--- src/rtl/stream_mux_nch.sv ---
// N:1 packet-locked streaming multiplexer with fixed or round-robin channel selection
// and a single registered output stage.
module stream_mux_nch #(
    parameter int unsigned DATA_W = 8,
    parameter int unsigned NUM_CH = 4,
    parameter int unsigned SEL_W  = 2
) (
    input  logic                     clk,
    input  logic                     rst,
    input  logic                     mode,
    input  logic [SEL_W-1:0]         sel,
    input  logic [NUM_CH*DATA_W-1:0] in_data,
    input  logic [NUM_CH-1:0]        in_valid,
    input  logic [NUM_CH-1:0]        in_last,
    output logic [NUM_CH-1:0]        in_ready,
    output logic [DATA_W-1:0]        out_data,
    output logic                     out_valid,
    output logic                     out_last,
    input  logic                     out_ready,
    output logic [SEL_W-1:0]         cur_ch,
    output logic                     busy
);

    typedef enum logic [0:0] {StIdle, StLock} state_e;

    state_e              state_q, state_d;
    logic [SEL_W-1:0]    cur_ch_q, cur_ch_d;
    logic [SEL_W-1:0]    rr_ptr_q, rr_ptr_d;
    logic                out_valid_q, out_valid_d;
    logic                out_last_q, out_last_d;
    logic [DATA_W-1:0]   out_data_q, out_data_d;

    logic                cur_valid, cur_last, sel_valid;
    logic [DATA_W-1:0]   cur_data;
    logic                take, accept;
    logic                grant;
    logic [SEL_W-1:0]    grant_ch;
    logic                hi_hit, lo_hit;
    logic [SEL_W-1:0]    hi_ch, lo_ch;

    // Per-channel views of the locked channel and of the fixed-mode request.
    always_comb begin
        cur_valid = 1'b0;
        cur_last  = 1'b0;
        cur_data  = '0;
        sel_valid = 1'b0;
        for (int k = 0; k < NUM_CH; k++) begin
            if (cur_ch_q == SEL_W'(k)) begin
                cur_valid = in_valid[k];
                cur_last  = in_last[k];
                cur_data  = in_data[k*DATA_W +: DATA_W];
            end
            if (sel == SEL_W'(k)) begin
                sel_valid = in_valid[k];
            end
        end
    end

    // Round-robin: lowest valid channel above rr_ptr, else lowest valid channel overall.
    always_comb begin
        hi_hit = 1'b0;
        lo_hit = 1'b0;
        hi_ch  = '0;
        lo_ch  = '0;
        for (int k = NUM_CH - 1; k >= 0; k--) begin
            if (in_valid[k]) begin
                lo_hit = 1'b1;
                lo_ch  = SEL_W'(k);
                if (SEL_W'(k) > rr_ptr_q) begin
                    hi_hit = 1'b1;
                    hi_ch  = SEL_W'(k);
                end
            end
        end
    end

    always_comb begin
        grant    = 1'b0;
        grant_ch = '0;
        if (mode) begin
            grant    = lo_hit;
            grant_ch = hi_hit ? hi_ch : lo_ch;
        end else begin
            grant    = sel_valid;
            grant_ch = sel;
        end
    end

    assign take   = !out_valid_q || out_ready;
    assign accept = (state_q == StLock) && cur_valid && take;

    always_comb begin
        in_ready = '0;
        for (int k = 0; k < NUM_CH; k++) begin
            in_ready[k] = (state_q == StLock) && (cur_ch_q == SEL_W'(k)) && take;
        end
    end

    always_comb begin
        state_d  = state_q;
        cur_ch_d = cur_ch_q;
        rr_ptr_d = rr_ptr_q;
        unique case (state_q)
            StIdle: begin
                if (grant) begin
                    state_d  = StLock;
                    cur_ch_d = grant_ch;
                    rr_ptr_d = grant_ch;
                end
            end
            StLock: begin
                if (accept && cur_last) begin
                    state_d = StIdle;
                end
            end
            default: state_d = StIdle;
        endcase
    end

    // Output register drains independently of the arbitration state.
    always_comb begin
        out_valid_d = out_valid_q;
        out_data_d  = out_data_q;
        out_last_d  = out_last_q;
        if (accept) begin
            out_valid_d = 1'b1;
            out_data_d  = cur_data;
            out_last_d  = cur_last;
        end else if (out_valid_q && out_ready) begin
            out_valid_d = 1'b0;
        end
    end

    always_ff @(posedge clk) begin
        if (rst) begin
            state_q     <= StIdle;
            cur_ch_q    <= '0;
            rr_ptr_q    <= SEL_W'(NUM_CH - 1);
            out_valid_q <= 1'b0;
            out_data_q  <= '0;
            out_last_q  <= 1'b0;
        end else begin
            state_q     <= state_d;
            cur_ch_q    <= cur_ch_d;
            rr_ptr_q    <= rr_ptr_d;
            out_valid_q <= out_valid_d;
            out_data_q  <= out_data_d;
            out_last_q  <= out_last_d;
        end
    end

    assign out_data  = out_data_q;
    assign out_valid = out_valid_q;
    assign out_last  = out_last_q;
    assign cur_ch    = cur_ch_q;
    assign busy      = (state_q == StLock);

endmodule
--- config.mk ---
export PLATFORM = sky130hd
export DESIGN_NAME = stream_mux_nch
export DESIGN_NICKNAME = d
export VERILOG_FILES = /design/src/rtl/stream_mux_nch.sv
export SDC_FILE = /design/constraint.sdc
export NUM_CORES = 1
export LEC_CHECK = 0
export CAP_MARGIN = 15
export CORE_MARGIN = 10
export CORE_UTILIZATION = 32
export DETAILED_ROUTE_END_ITERATION = 10
export PLACE_DENSITY = 0.75
export SKIP_CTS_REPAIR_TIMING = 1
export SLEW_MARGIN = 20
export SYNTH_ARGS = -nofsm -noshare
export SYNTH_HDL_FRONTEND = slang
export SYNTH_SLANG_ARGS = --single-unit
--- constraint.sdc ---
create_clock -name clk -period 1.7 [get_ports clk]
set_clock_uncertainty 0.05 [all_clocks]
set_input_delay 0.255 -clock clk [delete_from_list [all_inputs] [get_ports clk]]
set_output_delay 0.255 -clock clk [all_outputs]
set_load 0.01 [all_outputs]
## Word-level counts from Yosys, hierarchy flattened

Cells that the tools add are included.

- Register bits: 15
- Bits in latches: 0
- RAM bits: 0
- Bits in read-only memories: 0
- Memories: 0

- $add $sub $neg: 0
- Multiply operators: 0
- Div/mod/pow operators: 0
- Order comparisons: 4
- Equality and inequality tests: 6
- Shifts and indexed selects: 0
- Muxes and demuxes: 48
- Bitwise gates (word level): 1
- Reduce and logical (&&, ||, !) cells: 18

Operators with widths:

| cell | count |
|---|---|
| $mux 8 | 4 |
| $mux 1 | 29 |
| $mux 2 | 14 |
| $logic_and 1x1->1 | 12 |
| $eq 2x2->1 const B | 4 |
| $eq 2x1->1 const B | 2 |
| $gt 1x2->1 const A | 2 |
| $gt 2x2->1 const A | 2 |
| $logic_not 2->1 | 2 |
| $pmux 1 s2 | 1 |
| $reduce_and 2->1 | 1 |
| $reduce_bool 2->1 | 1 |
| $logic_not 1->1 | 1 |
| $logic_or 1x1->1 | 1 |
| $not 1->1 | 1 |

## Longest topological paths before layout

Gate-level depths: netlist of the first run.

- Depth in word-level cells: 11
- Mapped depth: 5
- Depth with buffers taken out: 4

## Worst setup path after synthesis of the first run

OpenSTA, ideal clock, no wires.

- Kind: register to register
- Start point: register cur_ch_q[1] (netlist: cur_ch[1])
- End point: register out_data_q[0] (netlist: out_data[0])
- Data arrival time: 1,560 ps
- Data required time: 1,522 ps
- Path slack: -37 ps
- Cell stages (with the launch flop): 6
- Buffers on the path: 1
- Period minus slack after synthesis: 1,737 ps
- Cell sequence: dfxtp_1 > mux4_1 > nand3_1 > buf_4 > mux2i_1 > nor2_1

- Longest elaborated chain between the ends: 7
- Elaborated cells between the ends (all ways): 14

Ends and longest elaborated chain:

| what | line | source |
|---|---|---|
| start: declaration | 27 | `logic [SEL_W-1:0] cur_ch_q, cur_ch_d;` |
| start signal: assignment | 144 | `cur_ch_q <= cur_ch_d;` |
| $logic_not 2->1 | 48 | `if (cur_ch_q == SEL_W'(k)) begin` |
| $mux 1 (4 in series) | 48 |  |
| $logic_and 1x1->1 (2 in series) | 90 | `assign accept = (state_q == StLock) && cur_valid && take;` |
| end signal: assignment | 147 | `out_data_q <= out_data_d;` |
| end: declaration | 31 | `logic [DATA_W-1:0] out_data_q, out_data_d;` |

Parallel ways exist; a longest one is shown, timed or not.
A chain may end at the register's enable or synchronous reset.

## Worst setup path after layout of the first run

- Start point: register cur_ch_q[0] (netlist: cur_ch[0])
- End point: output port cur_ch[0]

RTL lines:

| what | line | source |
|---|---|---|
| end: declaration | 20 | `output logic [SEL_W-1:0] cur_ch,` |

No word-level cell between the ends.

==> impl_metrics.csv, run 1 <==
group,metric,value,unit
pwr,p_total,0.00109,W
global_route,grt.total_usage,12.2,%
cts,cts_sinks,15,
sta,whs,0.385,ns
synthesis,ys_ff_latch,15,
critical_path,crit_type,"flip-flop to output port",
sta,fin_crit_sh,96.7,%
pwr,power_per_cell_area,604,nW/um2
synthesis,syn_inst,97,
synthesis,synth_top_area_share,31.1,%
cts,cts_root_buf,"clkbuf_4",
sta,final-hold-violation-count,0,
synthesis,yosys_most_used_dff,"dfxtp_1",
worst_hold_path,hold_path_depth,4,
synthesis,synth-edff-count,0,
worst_hold_path,min_delay_worst_endpoint,"rr_ptr_q[1]",
finish,drive_above_1_share,22.1,%
die,io_pins,63,
sta,slew_headroom,73.7,%
pwr,p_leak,0.849,nW
global_route,antenna_found_initial,0,
worst_hold_path,hold_class,"input pin to flip-flop",
drt,viasPerCell,5.29,
finish,regArea,307,um2
critical_path,crit_path_end_kind,"output port",
global_route,grt_pass1_wl,5.47,mm
cts,htree_levels,1,
cts,cts_max_path_buffers,2,
drt,drt-total-wl,3.43,mm
cts,clk_pin_slew_worst_paths,0.08,ns
drt,drt_pass1_iterations,4,
synthesis,synth_warnings,0,
die,start_util,34.1,%
drt,ant_nets,0,
cts,cts_tree,"done",
sta,timing.fmax,0.608,GHz
placed_design,place_inst,198,
die,dieHeight,74.9,um
critical_path,arrival,1.34,ns
synthesis,yosysTopAreaCell,"dfxtp_1",
global_route,grt_max_degree,15,
synthesis,synth.area.top_cells,"dfxtp_1 (31%), mux4_2 (21%), mux2i_1 (8.3%)",
flow_run,drv_cap,0,
drt,vias,1073,
synthesis,yosysUniqueCellTypes,30,
finish,antenna_cells,0,
critical_path,cp.required,1.39,ns
cts,clkLatencyLatePin,0.27,ns
die,die_x,74.9,um
global_route,grt_pass1_vias,1097,
sta,slew_violations,0,
finish,nFillCells,243,
finish,fin_util,63.6,%
critical_path,r2r_end,"out_data[6]",
pwr,vdd_drop_max,264,uV
die,rows,19,
cts,cts_buffers,3,
synthesis,avgSynthCellArea,9.95,um2
critical_path,rr_worst_depth,5,
placed_design,hpwlAfterDp,2.91,mm
finish,fin_cells,203,
sta,fin_crit,1.64,ns
worst_hold_path,worstHoldStart,"sel[1]",
finish,areaGrowthSynthToFinish,86.4,%
placed_design,numPortBuffers,62,
drt,drc,0,
finish,multiInputGateArea,631,um2
critical_path,rrSetupSlack,0.09,ns
die,core,2830,um2
critical_path,crit_path_start_kind,"flip-flop",
sta,grt_setup_unrepaired,"false",
global_route,grt_overflow,0,
sta,setup_viol,0,
synthesis,yosysSeqAreaShare,31.1,%
die,die_area,5610,um2
status,status,"completed",
critical_path,rr_startpoint,"cur_ch[1]",
synthesis,synthesis.area,965,um2
drt,wl_per_cell,16.9,um
synthesis,synth_nets,143,
sta,worst_slew_pin_slew,0.394,ns
synthesis,async_reset_ff_share,0,%
placed_design,gp_congestion,0.856,
finish,nNetsFinal,219,
drt,drt_iter0_markers,36,
critical_path,crit_fanout,7,
==> area by class of cell <==
cell class,instances,area share [%]
multi-input cells,72,35.1
repair buffers,77,43.4
inverters,4,0.835
flip-flops and latches,15,17.0
clock buffers,4,1.46
well taps,31,2.16
==> metal layers <==
metal	up-vias	part of all wire, %	GRT usage (%)
met5	-	0	0
met4	0	0.85	2.52
met3	4	14	5.52
met2	55	44	20.0
met1	497	41	14.5
li1	517	-	-
==> power breakdown <==
group	switching (W)	total, W	leakage (nW)	internal (W)
Combinational	0.000167	0.000470	0.710	0.000303
Clock	0.000103	0.000193	0.0150	0.0000908
Sequential	0.0000361	0.000423	0.124	0.000387
==> critical path, stage by stage, from the launching register on <==
cell,delay (ns)
dfxtp_4,0.40
buf_4,0.13
clkdlybuf4s50_1,0.53
==> placed cells by master (no fill, tap or decap), types with 2 or more instances in the layout <==
master,netlist,layout
or2b_1,2,2
mux2_2,2,2
buf_4,1,13
nand2_1,7,7
clkbuf_4,0,3
nor2_1,13,13
nor3_1,3,2
nand2b_1,2,2
dfxtp_1,15,12
dlymetal6s2s_1,0,11
mux2i_1,8,8
nand3_1,2,2
clkdlybuf4s50_1,0,51
a211oi_1,3,3
a21oi_1,7,7
mux4_2,9,10
inv_1,4,4
dfxtp_2,0,2
==> state kept, by name, indices dropped and copies added, names as in the netlist <==
name       flops
out_data       8
cur_ch         2
rr_ptr_q       2
busy           1
out_last       1
out_valid      1
==> metrics by stage <==
step           cell area, um2  setup TNS [ns]  setup slack [ns]
4_1_cts                  1740           -1.81            -0.278
6_report                 1800               0            0.0561
3_5_place_dp             1720           -5.34            -0.438
2_1_floorplan             966               0            0.0174
3_3_place_gp             1720           -4.60            -0.355
5_1_grt                  1800               0           0.00588
==> worst max-delay path by stage <==
stage	from	end	slack, ns	cells past startpoint
floorplan	busy	cur_ch[1]	0.02	5
global placement	in_valid[1]	cur_ch[1]	-0.36	6
detailed placement	in_valid[1]	cur_ch[1]	-0.44	6
finish	cur_ch[0]	cur_ch[0]	0.06	2
CTS	cur_ch[0]	in_ready[1]	-0.28	3
global route	cur_ch[0]	cur_ch[0]	0.006	2
==> logic make-up after synthesis <==
| group | after synthesis | synth area share [%] |
|---|---|---|
| simple gates | 34 | 17.4 |
| compound gates | 18 | 12.7 |
| flops | 15 | 31.1 |
| buf+inv | 10 | 4.41 |
| mux | 20 | 34.4 |
==> Yosys cell counts, types with 2 or more instances <==
| cell type | number |
|---|---|
| a211oi_1 | 3 |
| a21oi_1 | 7 |
| clkbuf_1 | 4 |
| dfxtp_1 | 15 |
| inv_1 | 4 |
| mux2_2 | 2 |
| mux2i_1 | 8 |
| mux4_2 | 9 |
| nand2_1 | 7 |
| nand2b_1 | 2 |
| nand3_1 | 2 |
| nor2_1 | 13 |
| nor3_1 | 3 |
| or2b_1 | 2 |
No activity file was read; power rests on OpenSTA's default activity.
==> inputs of run 2 (changes only) <==
Settings changed: PLACE_DENSITY 0.75 to 0.77.
==> impl_metrics.csv, run 2 (synthesized netlist as in run 1, its figures left out) <==
group,metric,value,unit
global_route,grt_max_degree,13,
global_route,grt_pass1_vias,1145,
critical_path,rr_startpoint,"cur_ch[1]",
sta,fin_crit_sh,95.3,%
die,rows,19,
critical_path,crit_chain,"clkdlybuf4s50_1 > nor3_1 > a222oi_1 > a2111o_2 > a21oi_1",
pwr,p_leak,0.859,nW
cts,cts_sinks,15,
global_route,antenna_found_initial,0,
sta,fin_crit,1.62,ns
finish,final_common_cell,"clkdlybuf4s50_1",
global_route,grt_overflow,0,
worst_hold_path,hold_path_depth,4,
cts,htree_levels,1,
die,core,2830,um2
sta,slew_headroom,76.5,%
drt,ant_nets,0,
sta,fin_tns_setup,0,ns
cts,cts_tree,"done",
finish,areaGrowthSynthToFinish,85.1,%
critical_path,crit_type,"input pin to flip-flop",
finish,fin_util,63.1,%
cts,cts_max_path_buffers,2,
worst_hold_path,hold_class,"input pin to flip-flop",
critical_path,cp_slowest_stage_delay,0.49,ns
critical_path,crit_path_start_kind,"input pin",
placed_design,placed_area,1720,um2
flow_run,drv_cap,0,
critical_path,crit_start,"mode",
critical_path,arrival,1.78,ns
pwr,power_per_cell_area,614,nW/um2
global_route,grt.total_usage,12.9,%
die,dieHeight,74.9,um
critical_path,crit_path_end_kind,"flip-flop",
drt,drc,0,
finish,antenna_cells,0,
critical_path,rr_worst_depth,5,
sta,grt_setup_unrepaired,"false",
cts,clkLatencyLatePin,0.28,ns
critical_path,path_buf_inv,1,
die,die_x,74.9,um
sta,setup_viol,0,
sta,whs,0.371,ns
drt,vias,1055,
pwr,vdd_drop_max,224,uV
drt,drt_iter0_markers,56,
pwr,p_total,0.00110,W
drt,wl_per_cell,18.0,um
placed_design,gp_congestion,0.875,
finish,regArea,304,um2
finish,largest_reg_flops,8,
finish,nFillCells,248,
drt,drt-total-wl,3.61,mm
finish,drive_above_1_share,20.6,%
critical_path,r2r_end,"out_data[3]",
die,io_pins,63,
drt,drt_pass1_iterations,4,
status,status,"completed",
finish,multiInputGateArea,628,um2
critical_path,cp.required,1.86,ns
critical_path,crit_fanout,5,
cts,cts_buffers,3,
cts,clk_pin_slew_worst_paths,0.08,ns
global_route,grt_pass1_wl,5.63,mm
sta,timing.fmax,0.617,GHz
finish,nNetsFinal,217,
sta,worst_slew_pin_slew,0.350,ns
critical_path,cp.depth,5,
finish,postLayoutCellArea,1790,um2
sta,slew_violations,0,
critical_path,slowest_stage,"clkdlybuf4s50_1",
critical_path,cp_top_family,"compound AO/OA/AOI/OAI gates",
finish,mostFrequentLayoutCells,"clkdlybuf4s50_1 (50), nor2_1 (13), dlymetal6s2s_1 (12), dfxtp_1 (12), buf_4 (11)",
sta,final-hold-violation-count,0,
die,start_util,34.1,%
cts,cts_root_buf,"clkbuf_4",
drt,viasPerCell,5.25,
placed_design,numPortBuffers,62,
placed_design,hpwlAfterDp,3.01,mm
critical_path,endpoint,"cur_ch[1]",
die,die_area,5610,um2
critical_path,rrSetupSlack,0.14,ns
run 2: cell count changes in the layout (fill, tap and decap cells not counted), sizes merged:
cell / change
dlymetal6s2s: +1
buf: -2
clkdlybuf4s50: -1
run 2: worst min path at each step:
stage,endpoint,slack (ns),from
after floorplan,cur_ch[0],0.39,mode
after global placement,out_last,0.40,out_last
after detailed placement,out_last,0.41,out_last
after CTS,out_last,0.43,out_last
after global routing,cur_ch[1],0.39,sel[1]
final,rr_ptr_q[1],0.37,sel[1]
run 2: layout make-up:
class                      count  share of cell area (%)
sequential                    15                    17.0
multi-input combinational     72                    35.2
timing repair buffer          75                    43.3
inverter                       4                   0.841
tap                           31                    2.17
clock buffer                   4                    1.47
run 2: power breakdown:
part / internal [W] / leakage [nW] / total (W) / switching, W
Clock: 0.0000909 / 0.0150 / 0.000202 / 0.000111
Sequential: 0.000387 / 0.124 / 0.000416 / 0.0000292
Combinational: 0.000302 / 0.720 / 0.000479 / 0.000177
Total: 0.000780 / 0.859 / 0.00110 / 0.000317
run 2: layer usage:
metal  track usage, %  up-vias  share of wire, %
li1                 -      511                 -
met1             15.0      493                44
met2             21.5       49                45
met3             4.20        2                11
met4             5.04        0              0.80
met5                0        -                 0
run 2: worst reg2reg max path, delay by kind of cell (launching register included):
kind | cells | cell delay, ns
flip-flops | 1 | 0.36
multiplexers | 2 | 0.74
buffers and inverters | 1 | 0.14
AND/OR/NAND/NOR | 2 | 0.17
run 2: through the flow:
| step | worst slack (ns) | cells |
|---|---|---|
| global route | 0.0238 | 201 |
| global placement | -0.360 | 197 |
| floorplan | 0.0174 | 97 |
| detailed placement | -0.390 | 197 |
| CTS | -0.303 | 201 |
| finish | 0.0798 | 201 |
